$ cat config.mk
export PLATFORM = sky130hd
export DESIGN_NAME = fifo_bulk_reader
export DESIGN_NICKNAME = d
export VERILOG_FILES = /design/src/rtl/fifo_bulk_reader.sv
export SDC_FILE = /design/constraint.sdc
export NUM_CORES = 1
export LEC_CHECK = 0
export ABC_CLOCK_PERIOD_IN_PS = 2350
export CORE_UTILIZATION = 46
export CTS_CLUSTER_DIAMETER = 150
export DETAILED_ROUTE_END_ITERATION = 8
export HOLD_SLACK_MARGIN = 0.1
export PLACE_DENSITY = 0.83
export SYNTH_ARGS = -nofsm -noshare
export SYNTH_HDL_FRONTEND = slang
export SYNTH_SLANG_ARGS = --single-unit
$ cat constraint.sdc
create_clock -name clk -period 2.35 [get_ports clk]
set_clock_uncertainty 0.2 [all_clocks]
set_input_delay 0.235 -clock clk [delete_from_list [all_inputs] [get_ports clk]]
set_output_delay 0.235 -clock clk [all_outputs]
set_load 0.02 [all_outputs]
$ cat src/rtl/fifo_bulk_reader.sv
// Bulk reader: waits for a full bulk in the FIFO, then streams exactly one
// bulk out as a valid/ready stream with a last-word marker.
module fifo_bulk_reader #(
    parameter int DATA_WIDTH   = 32,
    parameter int BULK_OF_DATA = 8
) (
    input  logic                  clk,
    input  logic                  rst,
    input  logic                  enable,
    input  logic                  fifo_r_ready,
    input  logic                  fifo_empty,
    input  logic [DATA_WIDTH-1:0] fifo_rdata,
    output logic                  fifo_r_enable,
    output logic [DATA_WIDTH-1:0] m_data,
    output logic                  m_valid,
    input  logic                  m_ready,
    output logic                  m_last,
    output logic                  busy,
    output logic [31:0]           burst_count,
    output logic                  error_underrun
);

    localparam int CW = $clog2(BULK_OF_DATA + 1);

    typedef enum logic [1:0] {
        IDLE,
        BURST,
        DRAIN
    } state_e;

    state_e                state_q, state_d;
    logic [CW-1:0]         remaining_q, remaining_d;
    logic [DATA_WIDTH-1:0] m_data_q, m_data_d;
    logic                  m_valid_q, m_valid_d;
    logic                  m_last_q, m_last_d;
    logic [31:0]           burst_count_q, burst_count_d;
    logic                  error_underrun_q, error_underrun_d;
    logic                  free;
    logic                  want;
    logic                  rd_en;

    always_comb begin
        state_d          = state_q;
        remaining_d      = remaining_q;
        m_data_d         = m_data_q;
        m_valid_d        = m_valid_q;
        m_last_d         = m_last_q;
        burst_count_d    = burst_count_q;
        error_underrun_d = error_underrun_q;
        free             = !m_valid_q || m_ready;
        want             = 1'b0;
        rd_en            = 1'b0;

        unique case (state_q)
            IDLE: begin
                if (enable && fifo_r_ready) begin
                    remaining_d = CW'(BULK_OF_DATA);
                    state_d     = BURST;
                end
            end
            BURST: begin
                want  = free && (remaining_q != '0);
                rd_en = want && !fifo_empty && !rst;
                if (rd_en) begin
                    m_data_d    = fifo_rdata;
                    m_valid_d   = 1'b1;
                    m_last_d    = (remaining_q == CW'(1));
                    remaining_d = remaining_q - CW'(1);
                    if (remaining_q == CW'(1)) begin
                        state_d = DRAIN;
                    end
                end else begin
                    // Starved while the slot is free: flag it and wait.
                    if (want) begin
                        error_underrun_d = 1'b1;
                    end
                    if (free) begin
                        m_valid_d = 1'b0;
                    end
                end
            end
            DRAIN: begin
                if (m_valid_q && m_ready && m_last_q) begin
                    m_valid_d     = 1'b0;
                    m_last_d      = 1'b0;
                    burst_count_d = burst_count_q + 32'd1;
                    state_d       = IDLE;
                end
            end
            default: begin
                state_d = IDLE;
            end
        endcase
    end

    always_ff @(posedge clk) begin
        if (rst) begin
            state_q          <= IDLE;
            remaining_q      <= '0;
            m_data_q         <= '0;
            m_valid_q        <= 1'b0;
            m_last_q         <= 1'b0;
            burst_count_q    <= '0;
            error_underrun_q <= 1'b0;
        end else begin
            state_q          <= state_d;
            remaining_q      <= remaining_d;
            m_data_q         <= m_data_d;
            m_valid_q        <= m_valid_d;
            m_last_q         <= m_last_d;
            burst_count_q    <= burst_count_d;
            error_underrun_q <= error_underrun_d;
        end
    end

    assign fifo_r_enable  = rd_en;
    assign m_data         = m_data_q;
    assign m_valid        = m_valid_q;
    assign m_last         = m_last_q;
    assign busy           = (state_q != IDLE) && !rst;
    assign burst_count    = burst_count_q;
    assign error_underrun = error_underrun_q;

endmodule

---- After elaboration in Yosys (flattened, before gate mapping) ----
Index checks and enable logic that the tools add are counted.
storage, ports and cells
  register bits after elaboration ......... 73
  bits of input ports ..................... 38
cells by class
  bitwise gates (word level) .............. 1
  equality and inequality tests ........... 8
  mux-type cells .......................... 15
  $add $sub $neg .......................... 2
  reductions and logical operators ........ 23
operators with widths
  operator                 number
  $add A32 B1 Y32 const B  1
  $reduce_and A3 Y1        4
  $mux W2                  4
  $mux W4                  2
  $ne A2 B2 Y1 const B     4
  $pmux W4 S2              1
  $logic_and A1 B1 Y1      7
  $pmux W2 S3              1
  $reduce_bool A2 Y1       3
  $mux W1                  5
  $eq A4 B1 Y1 const B     1
  $pmux W1 S2              2
  $reduce_and A2 Y1        2
  $reduce_and A4 Y1        1
  $reduce_bool A4 Y1       1
  $sub A4 B1 Y4 const B    1
  $logic_not A1 Y1         3
  $ne A3 B3 Y1 const B     1
  $eq A2 B1 Y1 const B     1
  $eq A2 B2 Y1 const B     1
  $logic_not A2 Y1         1
  $logic_or A1 B1 Y1       1
  $not A1 Y1               1

---- Longest topological paths before layout ----
Gate-level depths: netlist of the first run.
  word-level depth ........................ 7
  depth in mapped cells ................... 8
  gate-level depth less buffers ........... 6

---- Worst setup path after synthesis of the first run ----
Ideal clock, no wire load.
  kind .................................... flip-flop to flip-flop
  start ................................... register burst_count_q[3] (netlist: burst_count[3])
  end ..................................... register burst_count_q[23] (netlist: burst_count[23])
  path buffers ............................ 2
  path slack .............................. 59 ps
  clock period less this slack ............ 2,291 ps
  arrival time ............................ 2,021 ps
  cell stages (with the launch flop) ...... 7
  cells stage by stage .................... dfxtp_1 -> clkbuf_2 -> nand4_4 -> or4_4 -> buf_6 -> or4_1 -> a21oi_1
on the way
  longest elaborated chain between the ends .. 1
ends and longest elaborated chain
  what                    RTL line  text
  start, declared         36        logic [31:0] burst_count_q, burst_count_d;
  start signal, assigned  111       burst_count_q <= burst_count_d;
  $add A32 B1 Y32         86        burst_count_d = burst_count_q + 32'd1;
No other way between the ends.
A chain may end at the register's enable or synchronous reset.

---- Final worst setup path of the first run ----
  start ................................... register remaining_q[0]
  end ..................................... output fifo_r_enable
on the way
  longest elaborated chain between the ends .. 5
ends and longest elaborated chain
  what                               RTL line  text
  start, declared                    32        logic [CW-1:0] remaining_q, remaining_d;
  start signal, assigned             107       remaining_q <= remaining_d;
  $reduce_bool A4 Y1                 62        want = free && (remaining_q != '0);
  $logic_and A1 B1 Y1                62
  $logic_and A1 B1 Y1 (2 in series)  63        rd_en = want && !fifo_empty && !rst;
  $mux W1                            54        unique case (state_q)
  end, declared                      13        output logic fifo_r_enable,
No other way between the ends.

==> results.py, run 1 <==
metrics = {
    "layout": {
        "regArea_um2": 1460,
        "area.growth.synth_to_final_pct": 42.8,
        "nNetsFinal": 557,
        "drive_gt1_share_pct": 10.0,
        "multi_input_area_um2": 1700,
        "fillers": 566,
        "fin_util_pct": 69.1,
        "diodes": 0,
    },
    "routing": {
        "drt.antenna.violating_nets": 0,
        "vias": 3402,
        "drt-initial-drc-count": 181,
        "drt-pass1-iter-count": 5,
        "drc_errors": 0,
        "vias_per_cell": 5.52,
        "wl_per_cell_um": 14.5,
        "drt_wl_total_mm": 8.94,
    },
    "sta": {
        "fin_crit_ns": 2.20,
        "setup_viol": 0,
        "maxSlewViolCount": 0,
        "slew_headroom_pct": 68.0,
        "hold_slack_ns": 0.229,
        "finalHoldViolCount": 0,
        "rsz0062_at_grt": "no",
        "min_period_over_period_pct": 93.5,
        "fin_tns_setup_ns": 0,
        "worst_slew_pin_slew_ns": 0.476,
        "fmax_ghz": 0.455,
    },
    "logic_synthesis": {
        "netlist_instances": 404,
        "syn_area_um2": 3340,
        "synth_ff_type": "dfxtp_1",
        "synthAdderAreaFrac_pct": 1.50,
        "synth_compound_area_share_pct": 14.6,
        "synth-xor-area-share_pct": 2.36,
        "synth_top_family_by_area": "simple AND/OR/NAND/NOR gates",
        "synth_seq_cells": 73,
        "synth_edf_count": 0,
        "synth-seq-area-share_pct": 43.8,
        "syn_nets": 446,
        "synth_top_cell_by_area": "dfxtp_1",
        "async_flop_share_pct": 0,
        "synth.area.mux_share_pct": 1.01,
        "yosys-top-cells-count": "84 x nand2_1, 73 x dfxtp_1, 36 x o21ai_0",
        "yosysWarnings": 0,
        "synth-simple-area-share_pct": 31.3,
        "yosysMostFrequentCell": "nand2_1",
        "avgSynthCellArea_um2": 8.27,
        "synth_top_area_share_pct": 43.8,
        "synth_cell_type_count": 47,
        "synth_area_leaders": "dfxtp_1 44%, nand2_1 9.4%, o21ai_0 5.4%",
    },
    "worst_setup_path": {
        "critPathKind": "flop to output port",
        "path_max_fanout": 4,
        "start_kind": "flop",
        "crit_arrival_ns": 1.76,
        "required_ns": 1.91,
        "critPathCaptureType": "output port",
    },
    "run": {
        "maxCapViolCount": 0,
    },
    "clocking": {
        "clk_latency_ns": 0.35,
        "clk_pin_slew_ns": 0.08,
        "cts_sinks": 73,
        "clk_path_buf_depth": 2,
        "htreeDepth": 3,
        "cts_buffers": 9,
        "hold_buffers": 0,
        "cts_tree": "done",
        "clockRootBuffer": "clkbuf_8",
    },
    "grt": {
        "grt_max_degree": 65,
        "gr-total-overflow": 0,
        "grt_pass1_vias": 3132,
        "antenna_found_initial": 0,
        "grt_pass1_wl_mm": 14.6,
        "grt_usage_pct": 24.6,
    },
    "floorplan": {
        "die_x_um": 87.2,
        "core_um2": 6910,
        "pin_count": 107,
        "chipHeight_um": 87.2,
        "fp.dieArea_um2": 7600,
        "initial_utilization_pct": 48.4,
        "row_count": 30,
    },
    "hold_path": {
        "hold_class": "primary input to flop",
    },
    "place": {
        "gp_congestion": 0.787,
        "io_buffers": 106,
        "dp_hpwl_mm": 6.35,
    },
    "pwr": {
        "switchingPower_uw": 564,
        "p_clk_share_pct": 42.8,
        "irDropWorstVdd_mv": 0.458,
        "internal-power_mw": 1.88,
        "pwr_density_cell_nw_per_um2": 513,
        "p_leak_nw": 1.55,
        "seqPwrFrac_pct": 51.2,
        "p_sw_share_pct": 23.0,
        "power_frac_comb_pct": 6.0,
    },
    "outcome": {
        "status": "finished clean",
    },
}
## state kept, by name (all words and copies together), names as in the netlist
signal          flops
burst_count        32
error_underrun      1
m_data             32
m_last              1
m_valid             1
remaining_q         4
state_q             2
## layout by cell type, fill, tap and decap left out, types with 3 or more instances in the layout
cell type	count
clkdlybuf4s50_1	105
nand2_1	84
dfxtp_1	73
o21ai_0	36
a21oi_1	25
buf_4	20
nor2_1	14
or4_1	14
o31ai_1	13
nand3_1	13
nor4_1	11
clkbuf_8	11
inv_1	10
nand4_1	10
or3_1	6
xnor2_1	5
nor3_1	5
nand3b_1	4
xor2_1	4
a31oi_1	4
o41ai_1	4
ha_1	4
nor2b_1	3
nand4b_1	3
mux2_2	3
nand4bb_1	3
## cells by family (layout without fill, tap and decap cells)
kind of cell	after synthesis	after routing
AOI/OAI and AO/OA	85	85
muxes	3	3
buffers and inverters	38	154
DFF	73	73
and+or+nand+nor	192	192
xor gates and xnor gates	9	9
adders and majority gates	4	4
## final timing paths
| check | cells past startpoint | endpoint | slack [ns] | from |
|---|---|---|---|---|
| setup / recovery | 5 | fifo_r_enable | 0.15 | remaining_q[0] |
| hold / removal | 3 | m_data[20] | 0.23 | fifo_rdata[20] |
| setup reg to reg | 4 | burst_count[31] | 0.19 | burst_count[20] |
| hold reg to reg | 2 | m_data[11] | 0.26 | m_data[11] |
## layer usage
layer | vias up | GRT usage [%] | part of all wire (%) | routed length, um
met5 | - | 0 | 0 | 0
met4 | 0 | 9.54 | 1.6 | 146
met3 | 12 | 7.96 | 8.0 | 712
met2 | 119 | 39.8 | 49 | 4340
met1 | 1591 | 30.4 | 42 | 3740
li1 | 1680 | - | - | -
## cell type report
type                       count  share of cell area (%)
inverter                      11                   0.866
clock buffer                  11                    3.17
multi-input combinational    293                    35.7
clock inverter                 5                    1.31
timing repair buffer         127                    25.8
sequential                    73                    30.6
tap                           96                    2.52
## worst max-delay path: stages (launching register included)
cell,delay (ns)
dfxtp_1,0.36
inv_1,0.10
ha_1,0.22
nor3b_1,0.16
nor4_2,0.21
dlygate4sd2_1,0.38
## through the flow
stage / worst slack (ns) / instance area [um^2] / cells / total power [mW]
floorplan: 0.0585 / 3340 / 404 / 1.34
global placement: -0.0184 / 4560 / 600 / 1.42
detailed placement: -0.0704 / 4560 / 600 / 1.43
CTS: 0.147 / 4770 / 616 / 2.46
global route: 0.0607 / 4770 / 616 / 2.53
finish: 0.152 / 4770 / 616 / 2.45
## timing repair
action / 4_1_cts / 5_1_grt
setup endpoints to repair: 1 / 0
setup buffers: 0 / 0
resized for setup: 1 / 0
## power groups by stage
stage	Clock (mW)	Sequential, mW	Combinational [mW]
floorplan	0	1.29	0.0464
global placement	0	1.28	0.143
detailed placement	0	1.28	0.145
CTS	1.06	1.25	0.146
global route	1.12	1.26	0.156
finish	1.05	1.25	0.146
No activity file was read; power rests on OpenSTA's default activity.
==> run 2: changes to the inputs <==
- GPL_ROUTABILITY_DRIVEN: unset -> 0
==> results of run 2 <==
Final layout, timing and power as in run 1 (identical DEF).
